`src/rtl/div_iter_unit.sv`:
```
// Multicycle non-restoring integer divider (signed/unsigned) on a start/busy/done handshake.
// Optional build macro DIV_ZERO_FAST_EN: a zero divisor bypasses the iteration phase.
module div_iter_unit #(
    parameter int WIDTH = 32,
    parameter int STEPS = 1
) (
    input  logic             clk,
    input  logic             rst,
    input  logic             start,
    input  logic             signed_div,
    input  logic [WIDTH-1:0] dividend,
    input  logic [WIDTH-1:0] divisor,
    output logic [WIDTH-1:0] q,
    output logic [WIDTH-1:0] r,
    output logic             busy,
    output logic             done,
    output logic             div_zero
);

    localparam int CW = $clog2(WIDTH) + 1;
    localparam logic [CW-1:0] LAST = CW'(WIDTH - STEPS);

    typedef enum logic [1:0] {IDLE, RUN, FINISH} state_t;

    state_t           state, state_next;
    logic [WIDTH:0]   rem, rem_step, shifted;
    logic [WIDTH-1:0] quo, quo_step, dvs;
    logic [WIDTH-1:0] dividend_mag, divisor_mag, rem_fix;
    logic [CW-1:0]    cnt;
    logic             q_neg, r_neg, dz_pend, zero_div;

    always_comb begin
        dividend_mag = (signed_div && dividend[WIDTH-1]) ? -dividend : dividend;
        divisor_mag  = (signed_div && divisor[WIDTH-1])  ? -divisor  : divisor;
        zero_div     = (divisor == '0);
    end

    always_ff @(posedge clk) begin
        if (rst) state <= IDLE;
        else     state <= state_next;
    end

    always_comb begin
        state_next = state;
        case (state)
            IDLE: if (start) begin
`ifdef DIV_ZERO_FAST_EN
                state_next = zero_div ? FINISH : RUN;
`else
                state_next = RUN;
`endif
            end
            RUN:    if (cnt == LAST) state_next = FINISH;
            FINISH: state_next = IDLE;
            default: state_next = IDLE;
        endcase
    end

    assign busy = (state != IDLE);

    // The decision uses the sign of the remainder before the step; the shifted value may wrap
    // in WIDTH+1 bits but the add/subtract result always lands back in range.
    always_comb begin
        rem_step = rem;
        quo_step = quo;
        shifted  = '0;
        for (int i = 0; i < STEPS; i++) begin
            shifted  = {rem_step[WIDTH-1:0], quo_step[WIDTH-1]};
            quo_step = {quo_step[WIDTH-2:0], 1'b0};
            if (rem_step[WIDTH]) rem_step = shifted + {1'b0, dvs};
            else                 rem_step = shifted - {1'b0, dvs};
            quo_step[0] = ~rem_step[WIDTH];
        end
    end

    assign rem_fix = rem[WIDTH] ? (rem[WIDTH-1:0] + dvs) : rem[WIDTH-1:0];

    always_ff @(posedge clk) begin
        if (rst) begin
            q        <= '0;
            r        <= '0;
            done     <= 1'b0;
            div_zero <= 1'b0;
            rem      <= '0;
            quo      <= '0;
            dvs      <= '0;
            cnt      <= '0;
            q_neg    <= 1'b0;
            r_neg    <= 1'b0;
            dz_pend  <= 1'b0;
        end else begin
            done <= 1'b0;
            case (state)
                IDLE: if (start) begin
                    dvs     <= divisor_mag;
                    q_neg   <= signed_div & (dividend[WIDTH-1] ^ divisor[WIDTH-1]);
                    r_neg   <= signed_div & dividend[WIDTH-1];
                    dz_pend <= zero_div;
                    cnt     <= '0;
`ifdef DIV_ZERO_FAST_EN
                    // Preload exactly what the full iteration would produce for a zero divisor.
                    if (zero_div) begin
                        rem <= {1'b0, dividend_mag};
                        quo <= '1;
                    end else begin
                        rem <= '0;
                        quo <= dividend_mag;
                    end
`else
                    rem <= '0;
                    quo <= dividend_mag;
`endif
                end
                RUN: begin
                    rem <= rem_step;
                    quo <= quo_step;
                    cnt <= cnt + CW'(STEPS);
                end
                FINISH: begin
                    q        <= q_neg ? -quo : quo;
                    r        <= r_neg ? -rem_fix : rem_fix;
                    div_zero <= dz_pend;
                    done     <= 1'b1;
                end
                default: ;
            endcase
        end
    end

endmodule

```
`config.mk`:
```
export PLATFORM = sky130hd
export DESIGN_NAME = div_iter_unit
export DESIGN_NICKNAME = d
export VERILOG_FILES = /design/src/rtl/div_iter_unit.sv
export SDC_FILE = /design/constraint.sdc
export NUM_CORES = 1
export LEC_CHECK = 0
export ABC_AREA = 1
export ABC_CLOCK_PERIOD_IN_PS = 4500
export BUFFER_PORTS_ARGS = -buffer_cell sky130_fd_sc_hd__buf_2
export CAP_MARGIN = 20
export CORE_MARGIN = 2
export CORE_UTILIZATION = 47
export DETAILED_ROUTE_END_ITERATION = 12
export HOLD_SLACK_MARGIN = 0.1
export PLACE_DENSITY = 0.63
export SETUP_SLACK_MARGIN = 0.2
export SLEW_MARGIN = 20
export SYNTH_ARGS = -nofsm -noshare
export SYNTH_HDL_FRONTEND = slang
export SYNTH_SLANG_ARGS = --single-unit
```
`constraint.sdc`:
```
create_clock -name clk -period 4.5 [get_ports clk]
set_clock_uncertainty 0.05 [all_clocks]
set_input_delay 0 -clock clk [delete_from_list [all_inputs] [get_ports clk]]
set_output_delay 0 -clock clk [all_outputs]
set_load 0.02 [all_outputs]
```
==> results.py <==
metrics = {
    "synth": {
        "yosys.area.top_type": "dfxtp_1",
        "ys_types": 51,
        "syn_nets": 2601,
        "yosys-top-cells-area": "dfxtp_1 24%, nand2_1 17%, inv_1 8.5%, nor2_1 7.0%, a21oi_1 6.8%",
        "syn_area_per_cell_sq_um": 5.957,
        "async_reset_ff_share_pct": 0,
        "synth_top_area_share_pct": 23.75,
        "synth_edf_count": 0,
        "yosysWarnings": 0,
        "yosys_most_used_dff": "dfxtp_1",
        "synth_cells": 2462,
        "netlist_area_sq_um": 14670,
        "ys_seq_elements": 174,
        "synth-seq-area-share_pct": 23.75,
    },
    "power_and_ir_drop": {
        "power_w": 0.006161,
        "vdd_drop_max_mv": 0.3037,
        "p_per_area_nw_per_um2": 353.6,
        "leakage_nw": 8.697,
    },
    "clock_network": {
        "clkLatencyLatePin_ns": 0.45,
        "cts_made_buffers": 17,
        "clkTransAtPathRegs_ns": 0.07,
        "cts_sinks": 174,
        "root_buffer": "clkbuf_16",
        "cts-htree-levels": 4,
        "cts_tree": "done",
        "clockBufferDepth": 2,
        "post_cts_buffers": 0,
    },
    "drt": {
        "drc": 0,
        "dr.pass1.iters": 6,
        "routed_wl_um": 49450,
        "viasPerCell": 5.351,
        "drtIter0Drc": 1297,
        "vias": 16460,
        "wire_per_inst_um": 16.07,
        "ant_nets": 0,
    },
    "placed_design": {
        "dp_hpwl_um": 38180,
        "gp_congestion": 0.9865,
        "port-buffer-count": 134,
        "dp_cells": 2924,
    },
    "floorplanning": {
        "rows": 64,
        "die_w_um": 180.6,
        "dieArea_sq_um": 32630,
        "core_area_sq_um": 30670,
        "boundaryPins": 135,
        "start_util_pct": 47.82,
        "fp.dieH_um": 180.6,
    },
    "timing": {
        "hold_viol": 0,
        "hold_ws_ns": 0.3125,
        "fin_crit_sh_pct": 85.74,
        "max_slew.worst_pin.slew_ns": 1.068,
        "slew_headroom_pct": 28.69,
        "max_freq_mhz": 259.2,
        "setup_viol": 0,
        "tns_ns": 0,
        "drv_slew": 0,
        "min_period_ns": 3.858,
        "rsz0062_at_grt": "false",
    },
    "global_route": {
        "grt_pass1_wl_um": 78720,
        "grt_remaining_overflow": 0,
        "grt_max_degree": 86,
        "first_global_vias": 15100,
        "antenna_found_initial": 0,
        "grt_usage_pct": 30.17,
    },
    "finish": {
        "fin_cells": 3076,
        "area_delta_synth_final_pct": 18.81,
        "nets": 2806,
        "fillers": 3149,
        "num_antenna_cells": 0,
        "drive_gt1_share_pct": 9.664,
    },
    "critical_path": {
        "crit_arrival_ns": 4.10,
        "crit_path_start_kind": "flop",
        "critPathRequiredTime_ns": 4.75,
        "end_kind": "flop",
        "cp_max_fo": 4,
        "timing_worst_setup_path_type": "flop to flop",
    },
    "status": {
        "status": "complete, no violations",
    },
    "min_path": {
        "hold_class": "primary input to flop",
    },
    "flow_run": {
        "maxCapViolCount": 0,
    },
}
[per-stage QoR]
stage	setup WS (ns)	utilization [%]	cell area (sq um)
floorplan	1.075	-	14670
global placement	0.6174	50.97	15630
detailed placement	0.5341	50.97	15630
CTS	0.5141	56.79	17420
global route	0.2150	56.81	17420
finish	0.6418	56.81	17420
[area by class of cell]
type                            instances  area (sq um)  area share [%]
Clock buffer                           18         439.2           2.520
Timing Repair Buffer                  267          1984           11.39
Tap cell                              396         495.5           2.844
Inverter                              341          1281           7.353
Multi-Input combinational cell       1866          9594           55.06
Sequential cell                       174          3485           20.00
Clock inverter                         14         145.1          0.8330
[layer usage]
| layer | global-route usage, % | share of wire (%) | vias up |
|---|---|---|---|
| met2 | 45.17 | 41 | 525 |
| met5 | 0 | 0 | - |
| li1 | - | - | 8428 |
| met1 | 42.34 | 48 | 7415 |
| met4 | 14.71 | 4.7 | 0 |
| met3 | 4.325 | 6.2 | 92 |
[worst paths after layout]
| path | startpoint | endpoint | slack [ns] | cells past startpoint |
|---|---|---|---|---|
| setup / recovery | dvs[1] | rem[18] | 0.64 | 26 |
| hold / removal | signed_div | dvs[1] | 0.31 | 4 |
| setup reg to reg | dvs[1] | rem[18] | 0.64 | 26 |
| hold reg to reg | cnt[5] | state[1] | 0.43 | 1 |
[critical path, cell delays in order (launching register included)]
cell and delay, ns:
dfxtp_1 0.36, inv_1 0.12, ha_1 0.18, nand2_1 0.07, nor2_1 0.12, inv_1 0.07
nor2_1 0.08, inv_1 0.06, nor2_1 0.13, inv_1 0.05, nor2_1 0.15, inv_1 0.06
nor2_1 0.17, nand2_1 0.07, nand2_1 0.07, xor2_1 0.18, ha_1 0.30, nand2_1 0.11
inv_1 0.06, a21oi_1 0.12, o21ai_0 0.17, a21oi_1 0.28, inv_1 0.12, a21oi_1 0.14
inv_1 0.06, o21ai_0 0.24, a21oi_1 0.10
[cells in the mapped netlist, drive strengths merged (15+ instances only)]
library cell  count
or2              25
ha               69
clkbuf           68
inv             337
a21oi           200
a22oi            15
o21ai           181
nand4            21
a31oi            26
nor4             18
nor3             31
nand3           164
xnor2            28
nor2            286
dfxtp           174
nand2           657
xor2             60
[power by group]
group / switching, W / total, W / internal, W / leakage, nW
logic: 0.00184 / 0.00283 / 0.000994 / 6.99
registers: 0.000210 / 0.00186 / 0.00164 / 1.42
clock network: 0.000725 / 0.00148 / 0.000751 / 0.284
total: 0.00277 / 0.00616 / 0.00339 / 8.70
[sequential cells by signal (all words and copies together), names as in the netlist, 2 cells and up]
register  count
rem          33
dvs          32
q            32
quo          32
r            32
cnt           6
state         2
[placed cells by master (no fill, tap or decap), drive strengths merged, types with 13 or more instances in the layout]
| master | instances |
|---|---|
| clkbuf | 18 |
| xor2 | 60 |
| o221ai | 13 |
| dfxtp | 174 |
| nor3 | 31 |
| nand2 | 657 |
| or2 | 25 |
| dlygate4sd3 | 120 |
| a21oi | 200 |
| a22oi | 15 |
| xnor2 | 28 |
| o21ai | 181 |
| inv | 343 |
| buf | 147 |
| nand4 | 21 |
| o211ai | 13 |
| nor2 | 286 |
| ha | 69 |
| nand3 | 164 |
| nor4 | 18 |
| a31oi | 26 |
[what timing repair did]
action	CTS	global route
endpoints found under the setup margin	0	3
hold buffers	120	0
hold endpoints to repair	103	0
gates resized for setup	0	6
[cells by family after synthesis]
logic type | share of synthesized area [%]
AOI/OAI and AO/OA | 18.99
adders and majority gates | 6.160
and+or+nand+nor | 34.87
DFF | 23.75
buffers and inverters | 10.97
xor gates and xnor gates | 5.256
No activity file was read; power rests on OpenSTA's default activity.
